<file path="config.mk">
export PLATFORM = sky130hd
export DESIGN_NAME = rx_write_scheduler
export DESIGN_NICKNAME = d
export VERILOG_FILES = /design/src/rtl/rx_pkg.sv /design/src/rtl/rx_audio_fifo.sv /design/src/rtl/rx_write_scheduler.sv
export SDC_FILE = /design/constraint.sdc
export NUM_CORES = 1
export LEC_CHECK = 0
export CAP_MARGIN = 5
export CORE_MARGIN = 5
export CORE_UTILIZATION = 59
export DETAILED_ROUTE_END_ITERATION = 8
export PLACE_DENSITY_LB_ADDON = 0.25
export RECOVER_POWER = 100
export SYNTH_ARGS = -nofsm -noshare
export SYNTH_HDL_FRONTEND = slang
export SYNTH_SLANG_ARGS = --single-unit
</file>
<file path="constraint.sdc">
create_clock -name clk -period 5.25 [get_ports clk]
set_clock_uncertainty 0.2 [all_clocks]
set_input_delay 0.525 -clock clk [delete_from_list [all_inputs] [get_ports clk]]
set_output_delay 0.525 -clock clk [all_outputs]
set_load 0.005 [all_outputs]
</file>
<file path="src/rtl/rx_pkg.sv">
// Shared types and constants for the RX write scheduler: state encoding,
// default geometry and frame-buffer address widths.
package rx_pkg;

    localparam int ADDR_W             = 24;
    localparam int FB_ADDR_W          = 17;
    localparam int FB_SUM_W           = 18;
    localparam int PIXELS_PER_PKT_DEF = 320;
    localparam int FB_DEPTH_DEF       = 76800;
    localparam int AUDIO_DEPTH_DEF    = 8;

    typedef enum logic [1:0] {
        IDLE,
        PIXELS,
        AUDIO,
        DROP
    } rx_state_e;

    // Operands are both below FB_DEPTH, so one conditional subtract suffices.
    function automatic logic [FB_SUM_W-1:0] fb_wrap(input logic [FB_SUM_W-1:0] sum,
                                                    input logic [FB_SUM_W-1:0] depth);
        return (sum >= depth) ? (sum - depth) : sum;
    endfunction

endpackage

</file>
<file path="src/rtl/rx_audio_fifo.sv">
// Count-based synchronous FIFO for audio bytes; a push while full succeeds
// only when a pop happens in the same cycle, otherwise drop_o flags the loss.
module rx_audio_fifo #(
    parameter int unsigned DEPTH = 8,
    parameter int unsigned WIDTH = 8
) (
    input  logic             clk_i,
    input  logic             rst_i,
    input  logic             push_i,
    input  logic [WIDTH-1:0] data_i,
    input  logic             pop_i,
    output logic [WIDTH-1:0] head_o,
    output logic             empty_o,
    output logic             drop_o
);

    localparam int unsigned PTR_W = $clog2(DEPTH);
    localparam logic [PTR_W:0] FULL_CNT = (PTR_W + 1)'(DEPTH);

    logic [WIDTH-1:0] mem_q [DEPTH];
    logic [PTR_W-1:0] wr_ptr_q, wr_ptr_d;
    logic [PTR_W-1:0] rd_ptr_q, rd_ptr_d;
    logic [PTR_W:0]   count_q, count_d;
    logic             full;
    logic             do_push;
    logic             do_pop;

    always_comb begin
        empty_o  = (count_q == '0);
        full     = (count_q == FULL_CNT);
        do_pop   = pop_i && !empty_o;
        do_push  = push_i && (!full || do_pop);
        drop_o   = push_i && !do_push;
        head_o   = mem_q[rd_ptr_q];
        wr_ptr_d = do_push ? (wr_ptr_q + PTR_W'(1)) : wr_ptr_q;
        rd_ptr_d = do_pop  ? (rd_ptr_q + PTR_W'(1)) : rd_ptr_q;
        count_d  = count_q;
        if (do_push && !do_pop) begin
            count_d = count_q + (PTR_W + 1)'(1);
        end else if (!do_push && do_pop) begin
            count_d = count_q - (PTR_W + 1)'(1);
        end
    end

    always_ff @(posedge clk_i or posedge rst_i) begin
        if (rst_i) begin
            wr_ptr_q <= '0;
            rd_ptr_q <= '0;
            count_q  <= '0;
        end else begin
            wr_ptr_q <= wr_ptr_d;
            rd_ptr_q <= rd_ptr_d;
            count_q  <= count_d;
        end
    end

    always_ff @(posedge clk_i) begin
        if (do_push) begin
            mem_q[wr_ptr_q] <= data_i;
        end
    end

endmodule

</file>
<file path="src/rtl/rx_write_scheduler.sv">
// Routes a packet's pixel bytes to the frame-buffer write port and its audio
// bytes into a FIFO. Define RX_STATS_EN to add saturating packet/error/drop counters.
module rx_write_scheduler
    import rx_pkg::*;
#(
    parameter int unsigned PIXELS_PER_PKT = PIXELS_PER_PKT_DEF,
    parameter int unsigned FB_DEPTH       = FB_DEPTH_DEF,
    parameter int unsigned AUDIO_DEPTH    = AUDIO_DEPTH_DEF
) (
    input  logic        clk,
    input  logic        rst,
    input  logic        pkt_active,
    input  logic        addr_valid,
    input  logic [23:0] addr,
    input  logic        pixel_valid,
    input  logic [7:0]  pixel,
    input  logic        audio_valid,
    input  logic [7:0]  audio,
    output logic        fb_we,
    output logic [16:0] fb_addr,
    output logic [7:0]  fb_data,
    output logic        aud_valid,
    output logic [7:0]  aud_data,
    input  logic        aud_ready,
    output logic        pkt_done,
    output logic        pkt_err
`ifdef RX_STATS_EN
    ,
    output logic [15:0] stat_pkts,
    output logic [15:0] stat_errs,
    output logic [15:0] stat_aud_drop
`endif
);

    localparam int unsigned CNT_W = $clog2(PIXELS_PER_PKT + 1);
    localparam logic [CNT_W-1:0]    PIX_LAST = CNT_W'(PIXELS_PER_PKT - 1);
    localparam logic [CNT_W-1:0]    PIX_FULL = CNT_W'(PIXELS_PER_PKT);
    localparam logic [ADDR_W-1:0]   DEPTH_A  = ADDR_W'(FB_DEPTH);
    localparam logic [FB_SUM_W-1:0] DEPTH_S  = FB_SUM_W'(FB_DEPTH);

    rx_state_e            state_q, state_d;
    logic                 pkt_active_q;
    logic [FB_ADDR_W-1:0] base_q, base_d;
    logic [CNT_W-1:0]     pix_cnt_q, pix_cnt_d;
    logic                 sticky_q, sticky_d;
    logic                 fb_we_q, fb_we_d;
    logic [FB_ADDR_W-1:0] fb_addr_q, fb_addr_d;
    logic [7:0]           fb_data_q, fb_data_d;
    logic                 done_q, done_d;
    logic                 err_q, err_d;
    logic                 pkt_fall;
    logic                 fifo_push;
    logic                 fifo_pop;
    logic                 fifo_empty;
    logic                 fifo_drop;
    logic [FB_SUM_W-1:0]  wr_sum;

    assign pkt_fall  = pkt_active_q && !pkt_active;
    assign wr_sum    = FB_SUM_W'(base_q) + FB_SUM_W'(pix_cnt_q);
    // Kept outside the FSM block so the FIFO drop feedback is not a comb loop.
    assign fifo_push = (state_q == AUDIO) && audio_valid && !addr_valid;
    assign fifo_pop  = aud_valid && aud_ready;
    assign aud_valid = !fifo_empty;

    rx_audio_fifo #(
        .DEPTH (AUDIO_DEPTH),
        .WIDTH (8)
    ) u_audio_fifo (
        .clk_i   (clk),
        .rst_i   (rst),
        .push_i  (fifo_push),
        .data_i  (audio),
        .pop_i   (fifo_pop),
        .head_o  (aud_data),
        .empty_o (fifo_empty),
        .drop_o  (fifo_drop)
    );

    always_comb begin
        state_d   = state_q;
        base_d    = base_q;
        pix_cnt_d = pix_cnt_q;
        sticky_d  = sticky_q;
        fb_we_d   = 1'b0;
        fb_addr_d = fb_addr_q;
        fb_data_d = fb_data_q;
        done_d    = 1'b0;
        err_d     = 1'b0;

        unique case (state_q)
            IDLE: begin
                if (addr_valid) begin
                    base_d    = FB_ADDR_W'(addr % DEPTH_A);
                    pix_cnt_d = '0;
                    sticky_d  = 1'b0;
                    state_d   = PIXELS;
                end
            end
            PIXELS: begin
                if (addr_valid) begin
                    state_d = DROP;
                end else if (pixel_valid) begin
                    fb_we_d   = 1'b1;
                    fb_addr_d = FB_ADDR_W'(fb_wrap(wr_sum, DEPTH_S));
                    fb_data_d = pixel;
                    pix_cnt_d = pix_cnt_q + CNT_W'(1);
                    if (pix_cnt_q == PIX_LAST) begin
                        state_d = AUDIO;
                    end
                end
            end
            AUDIO: begin
                if (addr_valid) begin
                    state_d = DROP;
                end else if (pixel_valid) begin
                    sticky_d = 1'b1;
                end
            end
            DROP: begin
            end
            default: state_d = IDLE;
        endcase

        if (fifo_drop) begin
            sticky_d = 1'b1;
        end

        if (pkt_fall && (state_q != IDLE)) begin
            done_d   = 1'b1;
            err_d    = (state_d == DROP) || sticky_d || (pix_cnt_d < PIX_FULL);
            state_d  = IDLE;
            sticky_d = 1'b0;
        end
    end

    always_ff @(posedge clk or posedge rst) begin
        if (rst) begin
            state_q      <= IDLE;
            pkt_active_q <= 1'b0;
            base_q       <= '0;
            pix_cnt_q    <= '0;
            sticky_q     <= 1'b0;
            fb_we_q      <= 1'b0;
            fb_addr_q    <= '0;
            fb_data_q    <= '0;
            done_q       <= 1'b0;
            err_q        <= 1'b0;
        end else begin
            state_q      <= state_d;
            pkt_active_q <= pkt_active;
            base_q       <= base_d;
            pix_cnt_q    <= pix_cnt_d;
            sticky_q     <= sticky_d;
            fb_we_q      <= fb_we_d;
            fb_addr_q    <= fb_addr_d;
            fb_data_q    <= fb_data_d;
            done_q       <= done_d;
            err_q        <= err_d;
        end
    end

    assign fb_we    = fb_we_q;
    assign fb_addr  = fb_addr_q;
    assign fb_data  = fb_data_q;
    assign pkt_done = done_q;
    assign pkt_err  = err_q;

`ifdef RX_STATS_EN
    logic [15:0] stat_pkts_q;
    logic [15:0] stat_errs_q;
    logic [15:0] stat_drop_q;

    always_ff @(posedge clk or posedge rst) begin
        if (rst) begin
            stat_pkts_q <= '0;
            stat_errs_q <= '0;
            stat_drop_q <= '0;
        end else begin
            if (done_q && (stat_pkts_q != '1)) begin
                stat_pkts_q <= stat_pkts_q + 16'd1;
            end
            if (err_q && (stat_errs_q != '1)) begin
                stat_errs_q <= stat_errs_q + 16'd1;
            end
            if (fifo_drop && (stat_drop_q != '1)) begin
                stat_drop_q <= stat_drop_q + 16'd1;
            end
        end
    end

    assign stat_pkts     = stat_pkts_q;
    assign stat_errs     = stat_errs_q;
    assign stat_aud_drop = stat_drop_q;
`endif

endmodule

</file>
==> results of run 1 <==
-- worst max-delay path, stage by stage --
cell,delay (ns)
buf_6,0.10
or2_4,0.27
and4_4,0.16
or4b_4,0.58
a211oi_4,0.25
buf_4,0.16
a21o_1,0.13
a22oi_2,0.09
o32ai_2,0.36
o211ai_1,0.26
a211o_1,0.32
a221o_1,0.41
a21oi_4,0.28
a211oi_2,0.12
o211ai_1,0.42
nand2_1,0.19
o41ai_1,0.43
o31a_1,0.21
o211a_1,0.21
a211oi_2,0.07
or3_4,0.44
a211oi_4,0.25
xnor2_1,0.16
o21ai_1,0.08
-- path summary, 6_finish.rpt --
kind                                               start                       to  slack [ns]  cells after the start
worst max-delay path                            addr[21]   base_q[12]$_DFFE_PP0P_       -1.16                     24
worst min-delay path              pkt_active_q$_DFF_PP0_     state_q[1]$_DFF_PP0_        0.25                      1
worst max register to register  pix_cnt_q[1]$_DFFE_PP0P_  fb_addr[15]$_DFFE_PP0P_        0.49                     23
worst min register to register    pkt_active_q$_DFF_PP0_     state_q[1]$_DFF_PP0_        0.25                      1
max in group asynchronous                            rst   base_q[12]$_DFFE_PP0P_        1.09                      3
min in group asynchronous                            rst   fb_data[5]$_DFFE_PP0P_        1.73                      3
-- Yosys cell counts (14+ instances only) --
master      n
mux2_2     16
o21ai_0    61
nand2_1   147
nand3_1    20
a21oi_1    44
mux4_2     16
nor2_1     54
clkbuf_1   31
dfrtp_1    68
ha_1       16
xnor2_1    38
inv_1      27
nor3_1     22
xor2_1     14
edfxtp_1   64
-- registers in the layout, summed over array words and instances, names as in the netlist --
| register | count |
|---|---|
| base_q | 17 |
| u_audio_fifo.wr_ptr_q | 3 |
| state_q | 2 |
| fb_we | 1 |
| u_audio_fifo.count_q | 4 |
| fb_addr | 17 |
| pkt_active_q | 1 |
| u_audio_fifo.mem_q | 64 |
| pkt_err | 1 |
| pkt_done | 1 |
| fb_data | 8 |
| u_audio_fifo.rd_ptr_q | 3 |
| pix_cnt_q | 9 |
| sticky_q | 1 |
-- logic make-up (layout without fill, tap and decap cells) --
| family | Yosys count | in the layout | share of synthesized area |
|---|---|---|---|
| mux | 47 | 47 | 0.0777 |
| fa+ha+maj | 26 | 26 | 0.0357 |
| buf+inv | 82 | 351 | 0.0407 |
| simple gates | 330 | 330 | 0.177 |
| compound gates | 267 | 267 | 0.214 |
| xor+xnor | 53 | 53 | 0.0524 |
| flops | 132 | 132 | 0.402 |
-- report_power, final --
group	internal (mW)	leakage, nW	switching [mW]	total [mW]
registers	1.27	1.44	0.248	1.52
logic	2.21	3.48	2.09	4.30
clock network	0.641	0.247	0.438	1.08
total	4.12	5.17	2.77	6.89
-- area by class of cell --
type	count	area share
clock buffers	17	0.0342
clock inverters	15	0.00946
inverters	30	0.00926
multi-input cells	723	0.443
flip-flops and latches	132	0.291
well taps	188	0.0189
repair buffers	289	0.194
-- through the flow --
| step | util | hold slack (ns) |
|---|---|---|
| floorplan | - | 0.214 |
| global placement | 0.741 | 0.243 |
| detailed placement | 0.741 | 0.235 |
| CTS | 0.806 | 0.255 |
| global route | 0.824 | 0.275 |
| finish | 0.824 | 0.255 |
-- layer usage --
metal | part of all wire | routed length [um] | vias to the layer above
met3 | 0.068 | 1900 | 104
met5 | 0 | 0 | -
met1 | 0.39 | 10800 | 4233
met4 | 0.035 | 977 | 0
li1 | - | - | 3997
met2 | 0.51 | 14000 | 471
-- what timing repair did --
action,4_1_cts,5_1_grt
cloned,1,0
hold endpoints to repair,0,0
endpoints found under the setup margin,7,7
buffers inserted,22,9
pin swaps,43,32
resized for setup,96,43
==> flow_summary_export.csv, run 1 <==
group,metric,value,unit
die,ios,84,
place,placed_cells,1330,
synthesis,yosys_warnings,0,
worst_setup_path,path_max_fanout,6,
cells_and_area,multiInputGateArea,5510,um2
clock_tree,cts_root_buf,"clkbuf_16",
power,leakagePower,5.17,nW
clock_tree,numCtsBuffers,17,
cells_and_area,seq_area,3620,um2
power,p_per_area,554,nW/um2
routing,via_count,8805,
clock_tree,cts.path.max_buffers,2,
worst_setup_path,crit_type,"in -> reg",
routing,totalWireLength,27.7,mm
cells_and_area,layout_commonest_cell,"buf_4",
cells_and_area,final_nets,1258,
sta,final_max_slew_viol_count,115,
clock_tree,cts_tree,"done",
die,fp.dieArea,17800,um2
cells_and_area,layout_common_cells,"188 x buf_4, 145 x nand2_1, 68 x dfrtp_1, 64 x edfxtp_1, 57 x o21ai_0",
grt,use_met3,0.0381,
sta,setup_violations,7,
synthesis,synthTopCellsByArea,"edfxtp_1 21%, dfrtp_1 19%, nand2_1 6.1%",
clock_tree,cts_hold_buf,0,
status,violations,"capacitance limit, slew limit, setup timing",
sta,fmax,156,MHz
synthesis,synthArstFlopShare,0.515,
synthesis,yosys.area.top_type,"edfxtp_1",
routing,drt_pass1_iterations,5,
cells_and_area,area_growth,38.1,%
die,rows,45,
place,dp_hpwl,17.0,mm
synthesis,syn_area_per_cell,9.61,um2
routing,via_per_inst,6.32,
grt,use_met2,0.523,
synthesis,syn_inst,937,
sta,tns,-7.18,ns
synthesis,synth_edf_count,64,
die,dieHeight,134,um
grt,grt.busiest_layer,"met2",
clock_tree,clk_latency,0.42,ns
status,status,"finished, violations left",
clock_tree,ctsHtreeMaxLevel,4,
power,power,6.89,mW
routing,wl_per_cell,19.9,um
die,start_util,0.597,
sta,relSlewSlack,-1.38,
grt,antenna_found_initial,0,
grt,grt_start_max_net_pins,69,
cells_and_area,fin_area,12400,um2
worst_setup_path,critPathCaptureType,"flip-flop",
power,irDropWorstVdd,0.000354,V
sta,setup_slack,-1.16,ns
cells_and_area,drive_above_1_share,0.314,
sta,period_share,1.22,
synthesis,synth-seq-area-share,0.402,
synthesis,syn-num-nets,1002,
worst_setup_path,cp.required,5.31,ns
routing,antenna_left,0,
grt,grt_pass1_wl,42.7,mm
clock_tree,cts.reportedPaths.clkPinSlew,0.06,ns
die,coreArea,15100,um2
min_path,worstHoldPathType,"reg -> reg",
grt,grt_pass1_vias,8512,
synthesis,synthesis.area,9000,um2
place,io_buffers,83,
cells_and_area,fillCellCount,813,
place,placed_cell_area,11200,um2
sta,fin_crit,6.41,ns
place,pre_cts_ws,-1.71,ns
grt,grt_usage,0.295,
grt,gr-total-overflow,0,
place,gp_congestion,0.913,
run,cap_violations,2,
worst_setup_path,cp_data_arrival_time,6.48,ns
worst_setup_path,startpoint_type,"input pin",
cells_and_area,antenna_cells,0,
grt,use_met1,0.369,
sta,final_hold_viol_count,0,
synthesis,ys_seq_elements,132,
cells_and_area,final_cells,1394,
synthesis,ys.flop_type,"dfrtp_1",
clock_tree,cts_num_sinks,132,
routing,drt_iter0_drc,880,
sta,rsz0062_at_grt,"yes",
sta,worstMarginPinSlew,3.57,ns
die,die_w,134,um
synthesis,yosysUniqueCellTypes,101,
routing,drc_errors,0,
synthesis,synth_top_area_share,0.213,
No activity file was read; power rests on OpenSTA's default activity.
==> run 2: changes to the inputs <==
--- a/config.mk
+++ b/config.mk
@@ -11,6 +11,7 @@
 export DETAILED_ROUTE_END_ITERATION = 8
 export PLACE_DENSITY_LB_ADDON = 0.25
 export RECOVER_POWER = 100
+export REMOVE_ABC_BUFFERS = 1
 export SYNTH_ARGS = -nofsm -noshare
 export SYNTH_HDL_FRONTEND = slang
 export SYNTH_SLANG_ARGS = --single-unit
==> flow_summary_export.csv, run 2 (synthesis gave the netlist of run 1 again) <==
group,metric,value,unit
power,irDropWorstVdd,0.000354,V
place,io_buffers,83,
clock_tree,cts_hold_buf,0,
cells_and_area,drive_above_1_share,0.340,
grt,grt_start_max_net_pins,46,
cells_and_area,area_growth,42.3,%
die,ios,84,
cells_and_area,largest_reg_flops,64,
min_path,min_to,"state_q[1]$_DFF_PP0_",
cells_and_area,layout_common_cells,"184 x buf_4, 142 x nand2_1, 68 x dfrtp_1, 64 x edfxtp_1, 54 x o21ai_0",
routing,antenna_left,0,
status,violations,"capacitance limit, slew limit, setup timing",
clock_tree,numCtsBuffers,17,
worst_setup_path,slowest_stage,"a221o_1",
sta,rsz0062_at_grt,"yes",
place,placed_cells,1324,
routing,drc_errors,0,
grt,antenna_found_initial,0,
cells_and_area,final_cells,1403,
grt,grt_pass1_vias,8802,
min_path,worstHoldPathType,"reg -> reg",
routing,drt_pass1_iterations,5,
cells_and_area,fin_area,12800,um2
routing,via_count,8989,
grt,gr-total-overflow,0,
sta,relSlewSlack,-0.588,
die,dieHeight,134,um
run,cap_violations,2,
routing,wl_per_cell,20.6,um
place,placed_cell_area,11100,um2
cells_and_area,antenna_cells,0,
clock_tree,clk_latency,0.42,ns
worst_setup_path,r2r_cells,25,
sta,worstMarginPinSlew,2.38,ns
power,leakagePower,5.32,nW
status,status,"finished, violations left",
clock_tree,cts_root_buf,"clkbuf_16",
cells_and_area,fillCellCount,764,
cells_and_area,final_nets,1267,
worst_setup_path,cp_data_arrival_time,6.39,ns
die,coreArea,15100,um2
routing,via_per_inst,6.41,
cells_and_area,layout_commonest_cell,"buf_4",
worst_setup_path,cp.required,5.31,ns
worst_setup_path,path_max_fanout,10,
sta,setup_violations,7,
routing,drt_iter0_drc,722,
min_path,min_from,"pkt_active_q$_DFF_PP0_",
sta,setup_slack,-1.08,ns
worst_setup_path,crit_type,"in -> reg",
die,fp.dieArea,17800,um2
die,die_w,134,um
place,dp_hpwl,16.9,mm
sta,final_hold_viol_count,0,
power,p_per_area,555,nW/um2
grt,grt_usage,0.301,
clock_tree,cts.reportedPaths.clkPinSlew,0.06,ns
worst_setup_path,startpoint_type,"input pin",
worst_setup_path,ff2ff_setup_slack,0.23,ns
routing,totalWireLength,28.9,mm
min_path,whs_path_depth,1,
cells_and_area,top_register,"u_audio_fifo.mem_q",
sta,tns,-6.77,ns
die,start_util,0.597,
clock_tree,cts.path.max_buffers,2,
clock_tree,cts_tree,"done",
worst_setup_path,r2r-end,"fb_addr[15]$_DFFE_PP0P_",
clock_tree,ctsHtreeMaxLevel,4,
sta,final_max_slew_viol_count,91,
worst_setup_path,worst_path_largest_cell_delay,0.42,ns
sta,period_share,1.21,
die,rows,45,
sta,fin_crit,6.33,ns
worst_setup_path,r2r-start,"pix_cnt_q[0]$_DFFE_PP0P_",
place,gp_congestion,0.909,
worst_setup_path,critPathCaptureType,"flip-flop",
grt,grt_pass1_wl,43.9,mm
sta,fmax,158,MHz
clock_tree,cts_num_sinks,132,
[run 2: changes by cell type in the layout (fill, tap and decap cells not counted), sizes merged]
| cell | delta |
|---|---|
| clkinvlp | -2 |
| clkbuf | +1 |
| buf | +7 |
| bufinv | -1 |
| clkinv | -7 |
| inv | +10 |
| bufbuf | +1 |
[run 2: cell type report]
| type | count | area, um2 | share of cell area |
|---|---|---|---|
| tap | 188 | 235 | 0.0184 |
| clock buffer | 17 | 425 | 0.0332 |
| timing repair buffer | 298 | 2550 | 0.199 |
| multi-input combinational | 723 | 5720 | 0.447 |
| clock inverter | 15 | 136 | 0.0106 |
| inverter | 30 | 113 | 0.00879 |
| sequential | 132 | 3620 | 0.283 |
[run 2: metrics by stage]
| step | power [mW] | utilization | setup WS [ns] | hold WS, ns |
|---|---|---|---|---|
| floorplan | 3.62 | - | -1.68 | 0.214 |
| global placement | 5.00 | 0.734 | -1.77 | 0.240 |
| detailed placement | 5.11 | 0.734 | -1.86 | 0.238 |
| CTS | 6.55 | 0.814 | -0.891 | 0.252 |
| global route | 7.49 | 0.849 | -1.33 | 0.270 |
| finish | 7.11 | 0.849 | -1.08 | 0.249 |
[run 2: critical path, delay by kind of cell]
family          cells  cell delay, ns
compound gates     14            3.18
buf+inv             5            0.79
xor+xnor            1            0.16
simple gates        7            1.72
[run 2: how the worst max path moves through the flow]
stage                             endpoint     start
finish              base_q[12]$_DFFE_PP0P_  addr[21]
global route        base_q[12]$_DFFE_PP0P_  addr[18]
CTS                 base_q[12]$_DFFE_PP0P_  addr[21]
detailed placement  base_q[12]$_DFFE_PP0P_  addr[21]
global placement    base_q[12]$_DFFE_PP0P_  addr[21]
floorplan           base_q[12]$_DFFE_PP0P_  addr[22]
[run 2: timing repair]
action	in CTS	in global routing
gates cloned	2	0
buffers inserted	31	17
endpoints found under the setup margin	7	7
pin swaps	42	58
resized for setup	115	88
[run 2: metal layers]
layer | share of wire | vias up | track usage | wire [um]
met1 | 0.38 | 4347 | 0.375 | 10900
met3 | 0.067 | 119 | 0.0487 | 1930
met4 | 0.036 | 0 | 0.100 | 1040
met5 | 0 | - | 0 | 0
met2 | 0.52 | 506 | 0.534 | 15000
li1 | - | 4017 | - | -
[run 2: power breakdown]
| group | switching, mW | internal [mW] | total, mW |
|---|---|---|---|
| combinational | 2.18 | 2.31 | 4.49 |
| clock | 0.500 | 0.624 | 1.12 |
| sequential | 0.234 | 1.27 | 1.50 |
==> run 3: changes to the inputs <==
--- a/config.mk
+++ b/config.mk
@@ -7,9 +7,9 @@
 export LEC_CHECK = 0
 export CAP_MARGIN = 5
 export CORE_MARGIN = 5
-export CORE_UTILIZATION = 59
+export CORE_UTILIZATION = 53
 export DETAILED_ROUTE_END_ITERATION = 8
-export PLACE_DENSITY_LB_ADDON = 0.25
+export PLACE_DENSITY = 0.78
 export RECOVER_POWER = 100
 export REMOVE_ABC_BUFFERS = 1
 export SYNTH_ARGS = -nofsm -noshare
==> constraint.sdc (replaced) <==
create_clock -name clk -period 5.39 [get_ports clk]
set_clock_uncertainty 0.2 [all_clocks]
set_input_delay 0.539 -clock clk [delete_from_list [all_inputs] [get_ports clk]]
set_output_delay 0.539 -clock clk [all_outputs]
set_load 0.005 [all_outputs]
==> flow_summary_export.csv, run 3 (synthesis gave the netlist of run 1 again) <==
group,metric,value,unit
routing,drc_errors,0,
sta,fmax,158,MHz
cells_and_area,top_register,"u_audio_fifo.mem_q",
sta,relSlewSlack,-1.36,
status,status,"finished, violations left",
worst_setup_path,cp_data_arrival_time,6.41,ns
cells_and_area,largest_reg_flops,64,
sta,final_hold_viol_count,0,
worst_setup_path,critPathCaptureType,"flip-flop",
sta,final_max_slew_viol_count,116,
clock_tree,cts_num_sinks,132,
sta,whs,0.250,ns
min_path,min_from,"pkt_active_q$_DFF_PP0_",
worst_setup_path,r2r-start,"pix_cnt_q[0]$_DFFE_PP0P_",
cells_and_area,final_nets,1255,
routing,antenna_left,0,
power,p_per_area,551,nW/um2
min_path,whs_path_depth,1,
clock_tree,cts_root_buf,"clkbuf_16",
sta,worstMarginPinSlew,3.54,ns
sta,setup_violations,7,
routing,via_per_inst,6.08,
cells_and_area,final_util,0.762,
grt,grt_usage,0.258,
min_path,worstHoldPathType,"reg -> reg",
sta,period_share,1.17,
worst_setup_path,cp.required,5.47,ns
clock_tree,cts.reportedPaths.clkPinSlew,0.06,ns
status,violations,"capacitance limit, slew limit, setup timing",
die,rows,47,
run,cap_violations,2,
cells_and_area,seq_area,3620,um2
grt,grt_start_max_net_pins,69,
clock_tree,cts_tree,"done",
die,dieHeight,140,um
sta,setup_slack,-0.941,ns
power,irDropWorstVdd,0.000455,V
clock_tree,numCtsBuffers,17,
worst_setup_path,r2r-end,"fb_addr[15]$_DFFE_PP0P_",
cells_and_area,multiInputGateArea,5610,um2
routing,drt_pass1_iterations,6,
grt,grt_pass1_wl,41.8,mm
place,gp_congestion,0.938,
clock_tree,cts_hold_buf,0,
clock_tree,ctsHtreeMaxLevel,4,
cells_and_area,antenna_cells,0,
die,coreArea,16600,um2
routing,totalWireLength,26.5,mm
worst_setup_path,path_max_fanout,5,
worst_setup_path,cpMostUsedCell,"buf_6",
die,fp.dieArea,19700,um2
power,leakagePower,5.27,nW
min_path,min_to,"state_q[1]$_DFF_PP0_",
worst_setup_path,crit_type,"in -> reg",
worst_setup_path,r2r_cells,24,
place,dp_hpwl,16.8,mm
routing,via_count,8649,
grt,grt_pass1_vias,8383,
die,start_util,0.541,
cells_and_area,drive_above_1_share,0.320,
cells_and_area,fillCellCount,1035,
sta,rsz0062_at_grt,"yes",
cells_and_area,area_growth,40.8,%
place,io_buffers,83,
grt,gr-total-overflow,0,
cells_and_area,layout_commonest_cell,"buf_4",
clock_tree,cts.path.max_buffers,2,
routing,wl_per_cell,18.7,um
routing,drt_iter0_drc,629,
grt,antenna_found_initial,0,
clock_tree,clk_latency,0.43,ns
sta,fin_crit,6.33,ns
worst_setup_path,ff2ff_setup_slack,0.38,ns
worst_setup_path,worst_path_largest_cell_delay,0.45,ns
worst_setup_path,startpoint_type,"input pin",
die,ios,84,
cells_and_area,layout_common_cells,"178 x buf_4, 145 x nand2_1, 68 x dfrtp_1, 64 x edfxtp_1, 53 x o21ai_0",
die,die_w,140,um
worst_setup_path,slowest_stage,"or3_4",
## run 3: changes by cell type in the layout (fill, tap and decap cells not counted), moves of 3 or more
cell       delta
buf_4         -6
bufinv_16     +4
inv_8         -4
nand2_1       +3
nand2_2       -3
nor2_2        -3
## run 3: metrics by stage
| step | total power [mW] | std cells | setup WS [ns] | instance area [um2] | TNS, ns |
|---|---|---|---|---|---|
| finish | 6.99 | 1423 | -0.941 | 12700 | -6.11 |
| global route | 7.39 | 1423 | -1.08 | 12700 | -7.11 |
| CTS | 6.76 | 1414 | -0.662 | 12400 | -4.10 |
| detailed placement | 4.96 | 1358 | -1.64 | 11100 | -11.16 |
| global placement | 4.86 | 1358 | -1.49 | 11100 | -10.08 |
| floorplan | 3.53 | 885 | -1.56 | 8750 | -9.93 |
## run 3: report_power, final
group | leakage (nW) | switching, mW | total (mW) | internal (mW)
logic | 3.53 | 2.08 | 4.30 | 2.22
clock network | 0.300 | 0.443 | 1.22 | 0.780
registers | 1.44 | 0.229 | 1.46 | 1.23
total | 5.27 | 2.75 | 6.99 | 4.24
## run 3: worst max-delay path by stage
stage	from	cells after the start	slack [ns]	endpoint
finish	addr[17]	27	-0.94	base_q[12]$_DFFE_PP0P_
global route	addr[18]	30	-1.08	base_q[12]$_DFFE_PP0P_
CTS	addr[17]	27	-0.66	base_q[12]$_DFFE_PP0P_
detailed placement	addr[23]	25	-1.64	base_q[12]$_DFFE_PP0P_
global placement	addr[23]	27	-1.49	base_q[12]$_DFFE_PP0P_
floorplan	addr[22]	21	-1.56	base_q[12]$_DFFE_PP0P_
## run 3: repair_timing
action / 4_1_cts / 5_1_grt
endpoints found under the hold margin: 0 / 0
endpoints found under the setup margin: 7 / 7
resized for setup: 129 / 41
cloned: 0 / 0
pin swaps: 49 / 42
buffers inserted: 25 / 9
## run 3: critical path: cells and delay by family
| family | cells | cell delay, ns |
|---|---|---|
| mux | 1 | 0.32 |
| buf+inv | 5 | 0.68 |
| simple gates | 2 | 0.74 |
| xor+xnor | 1 | 0.15 |
| compound gates | 18 | 3.95 |
## run 3: final cells by class
cell class / count / area share
Sequential cell: 132 / 0.286
Clock inverter: 14 / 0.0158
Timing Repair Buffer: 286 / 0.192
Clock buffer: 18 / 0.0339
Inverter: 30 / 0.00888
Tap cell: 220 / 0.0217
Multi-Input combinational cell: 723 / 0.442
## run 3: per-layer routing
metal  track usage  up-vias  routed length (um)
met3        0.0392       72                1650
met1         0.323     4185               10500
li1              -     4014                   -
met4        0.0729        0                 657
met2         0.463      378               13700
met5             0        -                   0
